`config.mk`:
```
export PLATFORM = sky130hd
export DESIGN_NAME = des_key_scheduler
export DESIGN_NICKNAME = d
export VERILOG_FILES = /design/src/rtl/des_key_scheduler.sv
export SDC_FILE = /design/constraint.sdc
export NUM_CORES = 1
export LEC_CHECK = 0
export CAP_MARGIN = 20
export CORE_ASPECT_RATIO = 2
export CORE_MARGIN = 2
export CORE_UTILIZATION = 45
export CTS_CLUSTER_SIZE = 12
export DETAILED_ROUTE_END_ITERATION = 7
export PLACE_DENSITY_LB_ADDON = 0.1
export SETUP_SLACK_MARGIN = 0.05
export SYNTH_ARGS = -nofsm -noshare
export SYNTH_HDL_FRONTEND = slang
export SYNTH_SLANG_ARGS = --single-unit
```
`constraint.sdc`:
```
create_clock -name clk -period 2.9 [get_ports clk]
set_input_delay 0.435 -clock clk [delete_from_list [all_inputs] [get_ports clk]]
set_output_delay 0.435 -clock clk [all_outputs]
set_load 0.005 [all_outputs]
```
`src/rtl/des_key_scheduler.sv`:
```
// des_key_scheduler: 3DES round-subkey generator streaming 48 PC2 subkeys (EDE/DED) over valid/ready
module des_key_scheduler #(
    parameter bit PARITY_CHK = 1'b1,
    parameter bit IDLE_ZERO  = 1'b1
) (
    input  logic         clk,
    input  logic         rst,
    input  logic         key_load,
    input  logic [0:191] keys,
    input  logic         decrypt,
    input  logic         sk_ready,
    output logic         sk_valid,
    output logic [0:47]  subkey,
    output logic [5:0]   sk_idx,
    output logic         sk_last,
    output logic         busy,
    output logic         done,
    output logic         parity_err
);
    localparam int PC1 [56] = '{57, 49, 41, 33, 25, 17,  9,  1, 58, 50, 42, 34, 26, 18,
                                10,  2, 59, 51, 43, 35, 27, 19, 11,  3, 60, 52, 44, 36,
                                63, 55, 47, 39, 31, 23, 15,  7, 62, 54, 46, 38, 30, 22,
                                14,  6, 61, 53, 45, 37, 29, 21, 13,  5, 28, 20, 12,  4};
    localparam int PC2 [48] = '{14, 17, 11, 24,  1,  5,  3, 28, 15,  6, 21, 10,
                                23, 19, 12,  4, 26,  8, 16,  7, 27, 20, 13,  2,
                                41, 52, 31, 37, 47, 55, 30, 40, 51, 45, 33, 48,
                                44, 49, 39, 56, 34, 53, 46, 42, 50, 36, 29, 32};
    localparam int SHIFT [16] = '{1, 1, 2, 2, 2, 2, 2, 2, 1, 2, 2, 2, 2, 2, 2, 1};

    typedef enum logic [1:0] {IDLE, EMIT, DONE} state_t;

    state_t            state_q, state_d;
    logic [2:0][55:0]  pk_q, pk_d;
    logic              dec_q, dec_d;
    logic [1:0]        stage_q, stage_d;
    logic [3:0]        r_q, r_d;
    logic [5:0]        idx_q, idx_d;
    logic [55:0]       cd_q, cd_d;
    logic              par_q, par_d;
    logic [1:0]        nxt_stage;
    logic              cur_dord;
    logic              nxt_dord;

    function automatic logic [55:0] pc1(input logic [63:0] k);
        logic [55:0] cd;
        for (int i = 0; i < 56; i++) cd[55-i] = k[64-PC1[i]];
        return cd;
    endfunction

    function automatic logic [0:47] pc2(input logic [55:0] cd);
        logic [0:47] o;
        for (int j = 0; j < 48; j++) o[j] = cd[56-PC2[j]];
        return o;
    endfunction

    function automatic logic [27:0] rotl(input logic [27:0] x, input int n);
        return n == 2 ? {x[25:0], x[27:26]} : {x[26:0], x[27]};
    endfunction

    function automatic logic [27:0] rotr(input logic [27:0] x, input int n);
        return n == 2 ? {x[1:0], x[27:2]} : {x[0], x[27:1]};
    endfunction

    // Enc-order stages start at C1/D1; dec-order stages start at PC1 itself, which equals C16/D16.
    function automatic logic [55:0] stage_load(input logic [55:0] cd, input logic dord);
        return dord ? cd : {rotl(cd[55:28], 1), rotl(cd[27:0], 1)};
    endfunction

    function automatic logic [55:0] step(input logic [55:0] cd, input logic dord, input logic [3:0] r);
        int n;
        n = dord ? SHIFT[15-int'(r)] : SHIFT[int'(r)+1];
        return dord ? {rotr(cd[55:28], n), rotr(cd[27:0], n)} : {rotl(cd[55:28], n), rotl(cd[27:0], n)};
    endfunction

    function automatic logic parity_bad(input logic [0:191] kb);
        logic bad;
        bad = 1'b0;
        for (int b = 0; b < 24; b++) bad |= ~^kb[8*b +: 8];
        return bad;
    endfunction

    // Only the PC1 images of the three keys are kept; parity bits never reach C/D.
    // Next-state logic: load on key_load, advance C/D per handshake, chain stages without a bubble.
    always_comb begin
        state_d   = state_q;
        pk_d      = pk_q;
        dec_d     = dec_q;
        stage_d   = stage_q;
        r_d       = r_q;
        idx_d     = idx_q;
        cd_d      = cd_q;
        par_d     = par_q;
        nxt_stage = stage_q + 2'd1;
        cur_dord  = dec_q ^ (stage_q == 2'd1);
        nxt_dord  = dec_q ^ (nxt_stage == 2'd1);
        if (state_q == IDLE && key_load) begin
            pk_d    = {pc1(keys[128:191]), pc1(keys[64:127]), pc1(keys[0:63])};
            dec_d   = decrypt;
            stage_d = 2'd0;
            r_d     = 4'd0;
            idx_d   = 6'd0;
            cd_d    = stage_load(decrypt ? pc1(keys[128:191]) : pc1(keys[0:63]), decrypt);
            par_d   = PARITY_CHK && parity_bad(keys);
            state_d = EMIT;
        end else if (state_q == EMIT && sk_ready) begin
            if (idx_q == 6'd47) begin
                state_d = DONE;
            end else begin
                idx_d = idx_q + 6'd1;
                if (r_q == 4'd15) begin
                    stage_d = nxt_stage;
                    r_d     = 4'd0;
                    cd_d    = stage_load(pk_q[dec_q ? 2'd2 - nxt_stage : nxt_stage], nxt_dord);
                end else begin
                    r_d  = r_q + 4'd1;
                    cd_d = step(cd_q, cur_dord, r_q);
                end
            end
        end else if (state_q == DONE) begin
            state_d = IDLE;
        end
    end

    // State and key-schedule registers with synchronous reset.
    always_ff @(posedge clk) begin
        if (rst) begin
            state_q <= IDLE;
            pk_q    <= '0;
            dec_q   <= 1'b0;
            stage_q <= 2'd0;
            r_q     <= 4'd0;
            idx_q   <= 6'd0;
            cd_q    <= '0;
            par_q   <= 1'b0;
        end else begin
            state_q <= state_d;
            pk_q    <= pk_d;
            dec_q   <= dec_d;
            stage_q <= stage_d;
            r_q     <= r_d;
            idx_q   <= idx_d;
            cd_q    <= cd_d;
            par_q   <= par_d;
        end
    end

    // Output decode; subkey comes straight from the registered C/D so it is stable while stalled.
    always_comb begin
        sk_valid   = state_q == EMIT;
        subkey     = (IDLE_ZERO && !sk_valid) ? 48'd0 : pc2(cd_q);
        sk_idx     = (IDLE_ZERO && !sk_valid) ? 6'd0 : idx_q;
        sk_last    = sk_valid && idx_q == 6'd47;
        busy       = sk_valid;
        done       = state_q == DONE;
        parity_err = par_q;
    end
endmodule

```
# == Yosys cells after proc, flatten, opt, wreduce, memory -nomap -nowiden ==
# Memory sizes are Yosys's and may differ from the RTL's.
# Index checks and enable logic that the tools add are counted.
# totals
regBits,240
rom_bits,1024
in_bits,197
out_inout_bits,59
wordCells,124
memories,2
# op_classes
add_sub_neg,6
magnitude_cmp,3
n_eq_ne,10
n_mux,27
bitwise_logic,28
n_reduce_logical,37
# mem_list
memory,depth,width,read_ports,rd_clocked_by_memory_dff,write_ports,line_no,rtl
(no name shown),16,32,1,0,0,71,n = dord ? SHIFT[15-int'(r)] : SHIFT[int'(r)+1];
(no name shown),16,32,1,0,0,71,
# ops
operator,n
56-bit two-way mux,9
8-bit XNOR reduction,24
32-bit two-way mux,5
56-bit binary-select mux with 2-bit select,1
28-bit two-way mux,4
32-bit by 5-bit greater-or-equal comparator with 1-bit output (second input constant),2
48-bit two-way mux,1
32-bit by 3-bit equality test with 1-bit output (second input constant),1
32-bit inverter,1
5-bit inverter with 32-bit output,1
1-bit bitwise OR,23
2-bit two-way mux,4
2-bit AND reduction,4
6-bit by 1-bit adder with 6-bit output (second input constant),1
2-bit by 1-bit equality test with 1-bit output (second input constant),3
6-bit equality test (second input constant),1
6-bit two-way mux,1
4-bit by 1-bit adder with 5-bit output (second input constant),1
4-bit by 4-bit subtractor with 5-bit output (first input constant),1
4-bit by 1-bit adder with 4-bit output (second input constant),1
4-bit equality test (second input constant),1
4-bit two-way mux,1
2-bit nonzero test,2
1-bit logical AND,3
other kinds (14),15

# == Depth between registers and ports, before layout ==
# logic_depth
depth_word,24
ltp_mapped,12
depth_no_buf,8

# == Least setup slack after synthesis ==
# Ideal clock, no wire load.
# synth_timing
path_kind,reg-to-reg
startpoint,register stage_q[0]
endpoint,register cd_q[31]
setup_time_ns,0.132
t_arrival_ns,2.906
required_time_ns,2.768
slack_ns,-0.138
path_stages_with_launch,13
n_path_buf,4
synth_period_minus_slack_ns,3.038
path_cell_list,dfxtp_1 clkbuf_1 clkbuf_1 inv_1 ha_1 xnor2_1 buf_2 buf_2 mux2_2 a221oi_1 a21oi_1 a221oi_1 nor3_1
# synth_via
elab_chain_len,10
word_cells_on_any_way,19
classes_between,add/sub: 2; eq/ne: 3; mux: 12; bitwise: 2
# synth_rtl
item,line_no,rtl
start: declaration,35,"logic [1:0] stage_q, stage_d;"
start signal: assignment,139,stage_q <= stage_d;
2-bit by 1-bit adder with 2-bit output (*),93,nxt_stage = stage_q + 2'd1;
named net nxt_stage[0],40,logic [1:0] nxt_stage;
2-bit subtractor,113,"cd_d = stage_load(pk_q[dec_q ? 2'd2 - nxt_stage : nxt_stage], nxt_dord);"
2-bit two-way mux,113,
56-bit binary-select mux with 2-bit select,113,
56-bit two-way mux,113,
56-bit two-way mux (*),66,"return dord ? cd : {rotl(cd[55:28], 1), rotl(cd[27:0], 1)};"
56-bit two-way mux (*),110,if (r_q == 4'd15) begin
56-bit two-way mux (*),106,if (idx_q == 6'd47) begin
56-bit two-way mux (*),105,end else if (state_q == EMIT && sk_ready) begin
56-bit two-way mux (*),96,if (state_q == IDLE && key_load) begin
end signal: assignment,133,cd_q <= '0;
end signal: assignment,142,cd_q <= cd_d;
end: declaration,38,"logic [55:0] cd_q, cd_d;"
# The timed path passes the listed nets; every way through them passes the cells marked *. The select of a mux whose other input is x is not followed.
# A chain may end at the register's enable or synchronous reset.

# == Worst setup path in the final report ==
# layout_timing
startpoint,register state_q[0]
endpoint,output port subkey[3] (netlist bit)
# layout_via
elab_chain_len,2
# layout_rtl
item,line_no,rtl
start: declaration,32,"state_t state_q, state_d;"
start signal: assignment,136,state_q <= state_d;
2-bit by 1-bit equality test with 1-bit output,149,sk_valid = state_q == EMIT;
48-bit two-way mux,150,subkey = (IDLE_ZERO && !sk_valid) ? 48'd0 : pc2(cd_q);
end: declaration,13,"output logic [0:47] subkey,"
# Every way passes these cells.

==> run_results.csv <==
group,metric,value,unit
grt,grt_usage,0.346,
power_and_ir_drop,power.internal,6.22,mW
route,via_per_inst,6.11,
power_and_ir_drop,power_frac_comb,0.261,
sta,finalSetupViolCount,0,
grt,grt_pass1_vias,14600,
floorplan,core,32700,µm²
sta,fmax,0.362,GHz
layout,layout.nets,2204,
sta,setup_tns,0,ns
synth,synth_top_cells_by_area,"dfxtp_1, nand2_1, xnor2_1, mux4_2, a21oi_1",
synth,synth_edf_count,0,
clocking,root_buffer,"clkbuf_16",
clocking,clk_latency,0.55,ns
synth,postSynthAreaPerCell,8.24,µm²
status,outcome,"finished, final reports clean",
route,via_count,14900,
clocking,h-tree-depth,1,
worst_hold_path,min_path_type,"primary input to flip-flop",
placement,place.gp.congestion,0.966,
clocking,holdBufCountCts,0,
route,drt_iter0_drc,1625,
floorplan,io_pins,256,
synth,yosysMostFrequentCell,"nand2_1",
floorplan,die_w,133,µm
floorplan,design.die.area,34600,µm²
power_and_ir_drop,p_per_area,482,nW/µm²
placement,io_buffers,255,
worst_setup_path,critPathBufInv,2,
grt,antenna_found_initial,0,
synth,syn_area,14900,µm²
sta,period_share,0.953,
placement,post-dp-hpwl,46500,µm
power_and_ir_drop,swShare,0.315,
synth,ys_dominant_reg_cell,"dfxtp_1",
route,final_antenna_net_count,0,
synth,synth_top_area_frac,0.323,
worst_setup_path,end_kind,"output pin",
power_and_ir_drop,p_sw,2.86,mW
worst_setup_path,cp_top_family,"buffers and inverters",
synth,synthArstFlopShare,0,
route,drt_pass1_iterations,6,
power_and_ir_drop,pwr-share-clk,0.324,
layout,nFillCells,3210,
worst_setup_path,start_kind,"flip-flop",
worst_setup_path,critPathRequiredTime,2.47,ns
route,wirelength,62300,µm
sta,hold_viol,0,
worst_setup_path,crit_arrival,2.33,ns
floorplan,initial_core_util,0.455,
sta,min_period,2.76,ns
sta,worst_pin_slew,0.865,ns
clocking,cts_tree,"built",
power_and_ir_drop,p_seq_frac,0.415,
worst_setup_path,worstPathCellList,"nor2b_2, clkbuf_8, and2_1, clkdlybuf4s50_1",
synth,synth.distinct_cells,48,
route,wl_per_cell,25.5,µm
layout,layout-drive-gt1-share,0.111,
power_and_ir_drop,power,9.08,mW
sta,rsz0062_at_grt,"no",
synth,synthTopCellsByCount,"nand2_1, dfxtp_1, a21oi_1, xnor2_1, nor3_1",
synth,syn-num-nets,2008,
sta,slew_headroom,0.423,
flow_run,cap_violations,0,
layout,antennaDiodeCount,0,
grt,grt_pass1_wl,89900,µm
worst_setup_path,crit_type,"flip-flop to output pin",
synth,yosysTopAreaCell,"dfxtp_1",
sta,whs,0.358,ns
sta,fin_skew,0.0136,ns
clocking,clk_path_buf_depth,3,
floorplan,die_h,261,µm
clocking,cts.reportedPaths.clkPinSlew,0.06,ns
synth,synthCells,1806,
layout,syn_to_final_growth,26.5,%
route,drc,0,
power_and_ir_drop,ir_drop,443,µV
synth,yosysSeqAreaShare,0.323,
worst_setup_path,crit_path_top_delay_cell,"clkdlybuf4s50_1",
sta,finalMaxSlewViolations,0,
worst_setup_path,critPathMaxStageDelay,0.52,ns
floorplan,row_count,94,
power_and_ir_drop,p_leak,6.81,nW
synth,ys.warnings.count,0,
grt,grt_max_degree,163,
clocking,cts_buffers,24,
synth,ys_ff_latch,240,
worst_setup_path,cp_max_fo,58,
clocking,cts.sinks,240,
grt,overflow,0,
[cell usage in the layout, fill, tap and decap left out, types with 9 or more instances in the layout]
cell type        count
a211oi_1            45
a21oi_1            202
mux4_2              46
mux2i_1             67
nand2_1            360
inv_1               11
and2_1              57
a221oi_1            99
xnor2_1            150
mux2_2              58
nor2_1              66
clkdlybuf4s50_1    253
xor2_1              28
buf_12              12
buf_4               58
dfxtp_1            239
o21ai_0             21
a22oi_1              9
clkbuf_16           26
nor3_1             132
[per-stage QoR]
step / std cells / instance area, µm² / util / worst slack (ns)
2_1_floorplan: 1806 / 14900 / - / 0.0663
3_3_place_gp: 2403 / 18100 / 0.552 / 0.201
3_5_place_dp: 2403 / 18100 / 0.552 / 0.114
4_1_cts: 2438 / 18800 / 0.573 / 0.0882
5_1_grt: 2443 / 18800 / 0.576 / 0.0505
6_report: 2443 / 18800 / 0.576 / 0.135
[registers in the layout, indices dropped and copies added, names as in the netlist]
signal      count
cd_q           56
dec_q           1
idx_q           6
parity_err      1
pk_q          168
r_q             4
stage_q         2
state_q         2
[power by group through the flow]
stage / Clock, mW / Combinational, mW / Sequential, mW
floorplan: 0 / 1.37 / 3.70
global placement: 0 / 2.30 / 3.82
detailed placement: 0 / 2.32 / 3.83
CTS: 2.97 / 2.33 / 3.76
global route: 3.08 / 2.50 / 3.78
finish: 2.95 / 2.37 / 3.77
[routing by layer]
| layer | up-vias | track usage | part of all wire |
|---|---|---|---|
| met5 | - | 0 | 0 |
| met4 | 0 | 0.294 | 0.10 |
| met3 | 234 | 0.0389 | 0.059 |
| met2 | 752 | 0.623 | 0.51 |
| met1 | 7145 | 0.356 | 0.33 |
| li1 | 6805 | - | - |
[layout make-up]
| class | instances | area (µm²) | share of cell area |
|---|---|---|---|
| Inverter | 11 | 41.3 | 0.00219 |
| Clock buffer | 35 | 683 | 0.0363 |
| Timing Repair Buffer | 326 | 3260 | 0.173 |
| Sequential cell | 240 | 4810 | 0.255 |
| Tap cell | 432 | 541 | 0.0287 |
| Multi-Input combinational cell | 1399 | 9500 | 0.505 |
[path summary, 6_finish.rpt]
check,from,endpoint,slack (ns),cells past startpoint
worst max-delay path,state_q[0]$_SDFFE_PP0P_,subkey[3],0.14,4
worst min-delay path,rst,cd_q[3]$_SDFFE_PP0P_,0.36,4
worst max register to register,stage_q[0]$_SDFFE_PP0P_,cd_q[31]$_SDFFE_PP0P_,0.14,9
worst min register to register,pk_q[152]$_SDFFE_PP0P_,pk_q[152]$_SDFFE_PP0P_,0.45,2
[worst min-delay path, stage by stage]
cell and delay [ns]:
buf_6 0.10, inv_1 0.15, o221ai_1 0.12, a21oi_1 0.05
[logic make-up after synthesis]
logic type / Yosys count / synth area share
simple gates: 641 / 0.188
compound gates: 400 / 0.174
flops: 240 / 0.323
xor+xnor: 181 / 0.107
mux: 172 / 0.160
buf+inv: 167 / 0.0452
fa+ha+maj: 5 / 0.00420
[timing repair]
item | in CTS | in global routing
setup endpoints to repair | 2 | 34
gates cloned | 0 | 1
buffers inserted | 0 | 4
gates resized for setup | 1 | 3
pin swaps | 0 | 2
Note: power is estimated with default switching activity, not from simulation.
==> RTL change 1, RTL diff (same flow settings) <==
The 3 states of `state_t` get a one-hot encoding in 3 bits.
--- a/src/rtl/des_key_scheduler.sv
+++ b/src/rtl/des_key_scheduler.sv
@@ -27,7 +27,7 @@
                                 44, 49, 39, 56, 34, 53, 46, 42, 50, 36, 29, 32};
     localparam int SHIFT [16] = '{1, 1, 2, 2, 2, 2, 2, 2, 1, 2, 2, 2, 2, 2, 2, 1};
 
-    typedef enum logic [1:0] {IDLE, EMIT, DONE} state_t;
+    typedef enum logic [2:0] {IDLE = 3'b001, EMIT = 3'b010, DONE = 3'b100} state_t;
 
     state_t            state_q, state_d;
     logic [2:0][55:0]  pk_q, pk_d;
Check against the original RTL: same outputs for any inputs over 4 cycles, from zero or initial values and one cycle with rst high; so few cycles prove little.
==> RTL change 1 against the unedited design <==
Routed wire length decreased by 4.1%; worst setup slack improved by 0.063 ns; sequential cell count increased by 1; clock power rose by 5%; die area grew 2.7%; area after synthesis grew 2.8%; total power up 3.9%; design area grew 2.2%; largest cell class unchanged; largest power group unchanged.
==> RTL change 1: results (changes against the unedited design) <==
* Status: complete, no violations
* Vias per cell at 5.94 (-2.9%)
* Worst Hold Slack at 0.324 ns (-0.0336 ns)
* Detail Route met2 WL at 29500 um (-6.7%)
* Gpl congestion at 0.997 (+3.2%)
* Vias in the first global route at 14900 (+2.2%)
* # setup viols final at 0 (unchanged)
* Prevailing post-synth register cell: dfxtp_1
* Fin cells at 2673 (+9.4%)
* Met3 Wirelength at 3850 um (+5.4%)
* Largest net degree at the start of global routing at 110 (-33%)
* Yosys cell types at 47 (-2.1%)
* Cell family with most CP delay: compound AO/OA/AOI/OAI gates
* Placed cell area at 18300 sq um (+1.5%)
* Final HPWL DP at 44300 um (-4.7%)
* Critical-path maximum fanout at 7 (-88%)
* Worst slew margin at 26.5% (-16 points)
* Worst slack at placement at 0.0887 ns (-0.0253 ns)
* Top post-synthesis cells by area: dfxtp_1 32%, nand2_1 13%, a21oi_1 9.2%
* Cts bufs inserted at 25 (+4.2%)
* Starting DRT DRC Count at 1433 (-12%)
* Post-Route WL at 59700 um (-4.1%)
* CP peak stage delay at 0.48 ns (-0.04 ns)
* Gr usage total at 32.3% (-2.3 points)
* Lkg Pwr at 6.99 nW (+2.6%)
* First-pass GRT wire length at 89500 um (-0.40%)
* Crit share post-route at 93.2% (-2.2 points)
* Register area share after synthesis at 31.5% (-0.75 points)
* Share of layout cells above drive strength 1 at 8.27% (-2.8 points)
* Wl on met1 at 23500 um (+14%)
* Synthesized net count at 2259 (+13%)
* GR Util met3 at 3.14% (-0.75 points)
* 1st-pass router iterations at 5 (-1)
* Syn Inst Count at 2057 (+14%)
* Setup slack, reg-to-reg at 0.20 ns (+0.06 ns)
* Slowest CP cell: mux4_2
* Top post-synthesis cells by count: 539 x nand2_1, 282 x a21oi_1, 241 x dfxtp_1
* Clock skew at 0.0188 ns (+0.00519 ns)
* Placed Cells at 2626 (+9.3%)
* Count of buffers from port buffering at 255 (unchanged)
* Met2 Use GR at 54.7% (-7.6 points)
* Nets at 2429 (+10%)
* Max IR drop VDD at 0.448 mV (+0.93%)
* GR Util met1 at 41.4% (+5.8 points)
RTL change 1: changes by cell type in the layout (fill, tap and decap cells not counted), moves of 32 or more:
| cell | delta |
|---|---|
| nor3_1 | -130 |
| a21boi_0 | +39 |
| nand2_1 | +179 |
| a31oi_1 | +65 |
| a21oi_1 | +80 |
| a22oi_1 | +36 |
| a211oi_1 | -32 |
| nand3_1 | +34 |
| nor2_1 | -39 |
| nor2b_1 | +37 |
| mux4_2 | -43 |
| a221oi_1 | -83 |
RTL change 1: final cells by class:
| type | instances | area (sq um) |
|---|---|---|
| fill | 3296 | 14300 |
| clock buffer | 34 | 699 |
| clock inverter | 3 | 40.0 |
| timing repair buffer | 322 | 3240 |
| multi-input combinational | 1631 | 9860 |
| inverter | 6 | 22.5 |
| sequential | 241 | 4830 |
| tap | 436 | 546 |
RTL change 1: repair_timing:
item / in CTS / in global routing
pin swaps: 1 / 2
endpoints found under the setup margin: 44 / 34
cloned: 0 / 2
setup buffers: 1 / 7
gates resized for setup: 0 / 13
hold endpoints to repair: 0 / 0
RTL change 1: power by group:
part	leakage, nW	internal [mW]	total (mW)	switching (mW)
logic	4.64	1.10	2.47	1.37
registers	1.98	3.57	3.86	0.290
clock network	0.365	1.75	3.10	1.36
total	6.99	6.42	9.43	3.02
RTL change 1: path summary, 6_finish.rpt:
check            start   endpoint  depth (start not counted)
max             r_q[0]    cd_q[2]                         10
min                rst  pk_q[114]                          2
max reg2reg     r_q[0]    cd_q[2]                         10
min reg2reg  pk_q[113]  pk_q[113]                          2
RTL change 1: logic make-up after synthesis:
logic type / synth area share (%)
buffers and inverters: 4.99
muxes: 9.14
AOI/OAI and AO/OA: 23.4
and+or+nand+nor: 20.4
DFF: 31.5
adders and majority gates: 0.409
xor gates and xnor gates: 10.2
==> RTL change 2, RTL diff (same flow settings) <==
Without the edit above. Change the parameter `IDLE_ZERO` from 1'b1 to 1'b0.
--- a/src/rtl/des_key_scheduler.sv
+++ b/src/rtl/des_key_scheduler.sv
@@ -1,7 +1,7 @@
 // des_key_scheduler: 3DES round-subkey generator streaming 48 PC2 subkeys (EDE/DED) over valid/ready
 module des_key_scheduler #(
     parameter bit PARITY_CHK = 1'b1,
-    parameter bit IDLE_ZERO  = 1'b1
+    parameter bit IDLE_ZERO  = 1'b0
 ) (
     input  logic         clk,
     input  logic         rst,
Formal check against the unedited RTL: no difference found for any inputs over 4 cycles, from zero or initial values and one cycle with rst high; that may be too few to reach the edited logic, so the function may still have changed.
==> RTL change 2 against the unedited design <==
Area after synthesis fell by 1.7%; largest cell class unchanged; critical path type is now reg2reg; worst setup slack improved by 0.048 ns; count of clock-buffer cells in the layout fell by 1; total power rose by 2.8%; sequential cell count did not move; design area fell by 3.5%; routed wire length barely moved; largest power group unchanged.
==> RTL change 2: results (changes against the unedited design) <==
* Status: complete, no violations
* Max FFs per register at 168 (unchanged)
* Yosys cell types at 47 (-2.1%)
* Gr usage total at 34.9% (+0.29 points)
* Clock skew at 0.0136 ns (-0.0000443 ns)
* Vias per cell at 5.97 (-2.3%)
* Final HPWL DP at 46200 um (-0.57%)
* Synthesized net count at 2145 (+6.8%)
* Htree depth at 1 (unchanged)
* Latest clock arrival within the worst-skew pair at 0.57 ns (+0.02 ns)
* Top post-synthesis cells by count: 460 x nand2_1, 392 x a21oi_1, 240 x dfxtp_1
* Die X at 131 um (-0.84%)
* Gpl congestion at 0.988 (+2.3%)
* P_int at 6.34 mW (+1.8%)
* First-pass GRT wire length at 89300 um (-0.68%)
* Critical-path maximum fanout at 29 (-50%)
* DR WL/cell at 24.8 um (-2.9%)
* Largest net degree at the start of global routing at 129 (-21%)
* Worst Tran Pin Value at 0.712 ns (-0.153 ns)
* Starting DRT DRC Count at 1591 (-2.1%)
* Worst EP arrival at 3.15 ns (+0.82 ns)
* Clock Tree Buf Depth at 3 (unchanged)
* Top post-synthesis cells by area: dfxtp_1 33%, a21oi_1 13%, nand2_1 12%
* HP Start: rst
* Post-Route WL at 62200 um (about the same)
* Cts bufs inserted at 25 (+4.2%)
* Placed Cells at 2474 (+3.0%)
* Syn Inst Count at 1943 (+7.6%)
* Register area share after synthesis at 32.9% (+0.57 points)
* Max IR drop VDD at 0.444 mV (about the same)
* Share of layout cells above drive strength 1 at 6.71% (-4.4 points)
* Nets at 2277 (+3.3%)
* Vias in the first global route at 14400 (-1.0%)
* Worst slack at placement at 0.184 ns (+0.0699 ns)
* Lkg Pwr at 6.88 nW (+0.97%)
* WS Path Type: reg2reg
* Seq cells post-synth at 240 (unchanged)
RTL change 2: cell count changes after synthesis, sizes merged, moves of 51 or more:
cell and delta:
a21oi +190, o21ai +138, nor3 -131, nand2 +100
and2 -55, nor2 -51
RTL change 2: layout make-up:
type / count / area (sq um)
timing repair buffer: 310 / 3170
fill: 3156 / 13900
tap: 427 / 534
clock inverter: 4 / 35.0
sequential: 240 / 4800
clock buffer: 34 / 719
multi-input combinational: 1493 / 8890
inverter: 5 / 18.8
RTL change 2: stage by stage:
stage          instance area (sq um)  hold slack [ns]  util [%]
6_report                       18200            0.359      56.6
5_1_grt                        18200            0.403      56.6
4_1_cts                        18100            0.362      56.5
3_5_place_dp                   17400            0.447      54.2
3_3_place_gp                   17400            0.442      54.2
2_1_floorplan                  14600            0.436         -
RTL change 2: kinds of logic after synthesis:
family / synth area share, %
mux: 11.2
xor+xnor: 11.0
simple gates: 13.6
fa+ha+maj: 0.428
buf+inv: 6.92
compound gates: 24.0
flops: 32.9
RTL change 2: timing repair:
action                     4_1_cts  5_1_grt
resized for setup                0        2
setup buffers                    0        0
setup endpoints to repair        0       13
RTL change 2: worst paths after layout:
kind / end / slack, ns / cells past startpoint
min: pk_q[43] / 0.36 / 2
max reg2reg: cd_q[14] / 0.18 / 8
min reg2reg: pk_q[76] / 0.45 / 2
max: cd_q[14] / 0.18 / 8
RTL change 2: power groups by stage:
| stage | clock network, mW | registers (mW) | logic [mW] |
|---|---|---|---|
| 2_1_floorplan | 0 | 3.73 | 1.39 |
| 3_3_place_gp | 0 | 3.86 | 2.34 |
| 3_5_place_dp | 0 | 3.86 | 2.35 |
| 4_1_cts | 3.18 | 3.79 | 2.37 |
| 5_1_grt | 3.30 | 3.81 | 2.53 |
| 6_report | 3.14 | 3.80 | 2.40 |
RTL change 2: critical path, stage by stage (launching register included):
cell      delay [ns]
dfxtp_1         0.44
inv_1           0.09
ha_1            0.39
xnor2_2         0.24
buf_12          0.27
mux2i_1         0.23
o21ai_0         0.25
a221oi_1        0.51
a21oi_1         0.11
RTL change 2: layer usage:
| layer | routed length, um | GRT usage (%) | vias up |
|---|---|---|---|
| li1 | - | - | 6929 |
| met1 | 20500 | 35.2 | 7090 |
| met2 | 31300 | 61.9 | 741 |
| met3 | 3460 | 4.06 | 244 |
| met4 | 6880 | 33.2 | 0 |
| met5 | 0 | 0 | - |
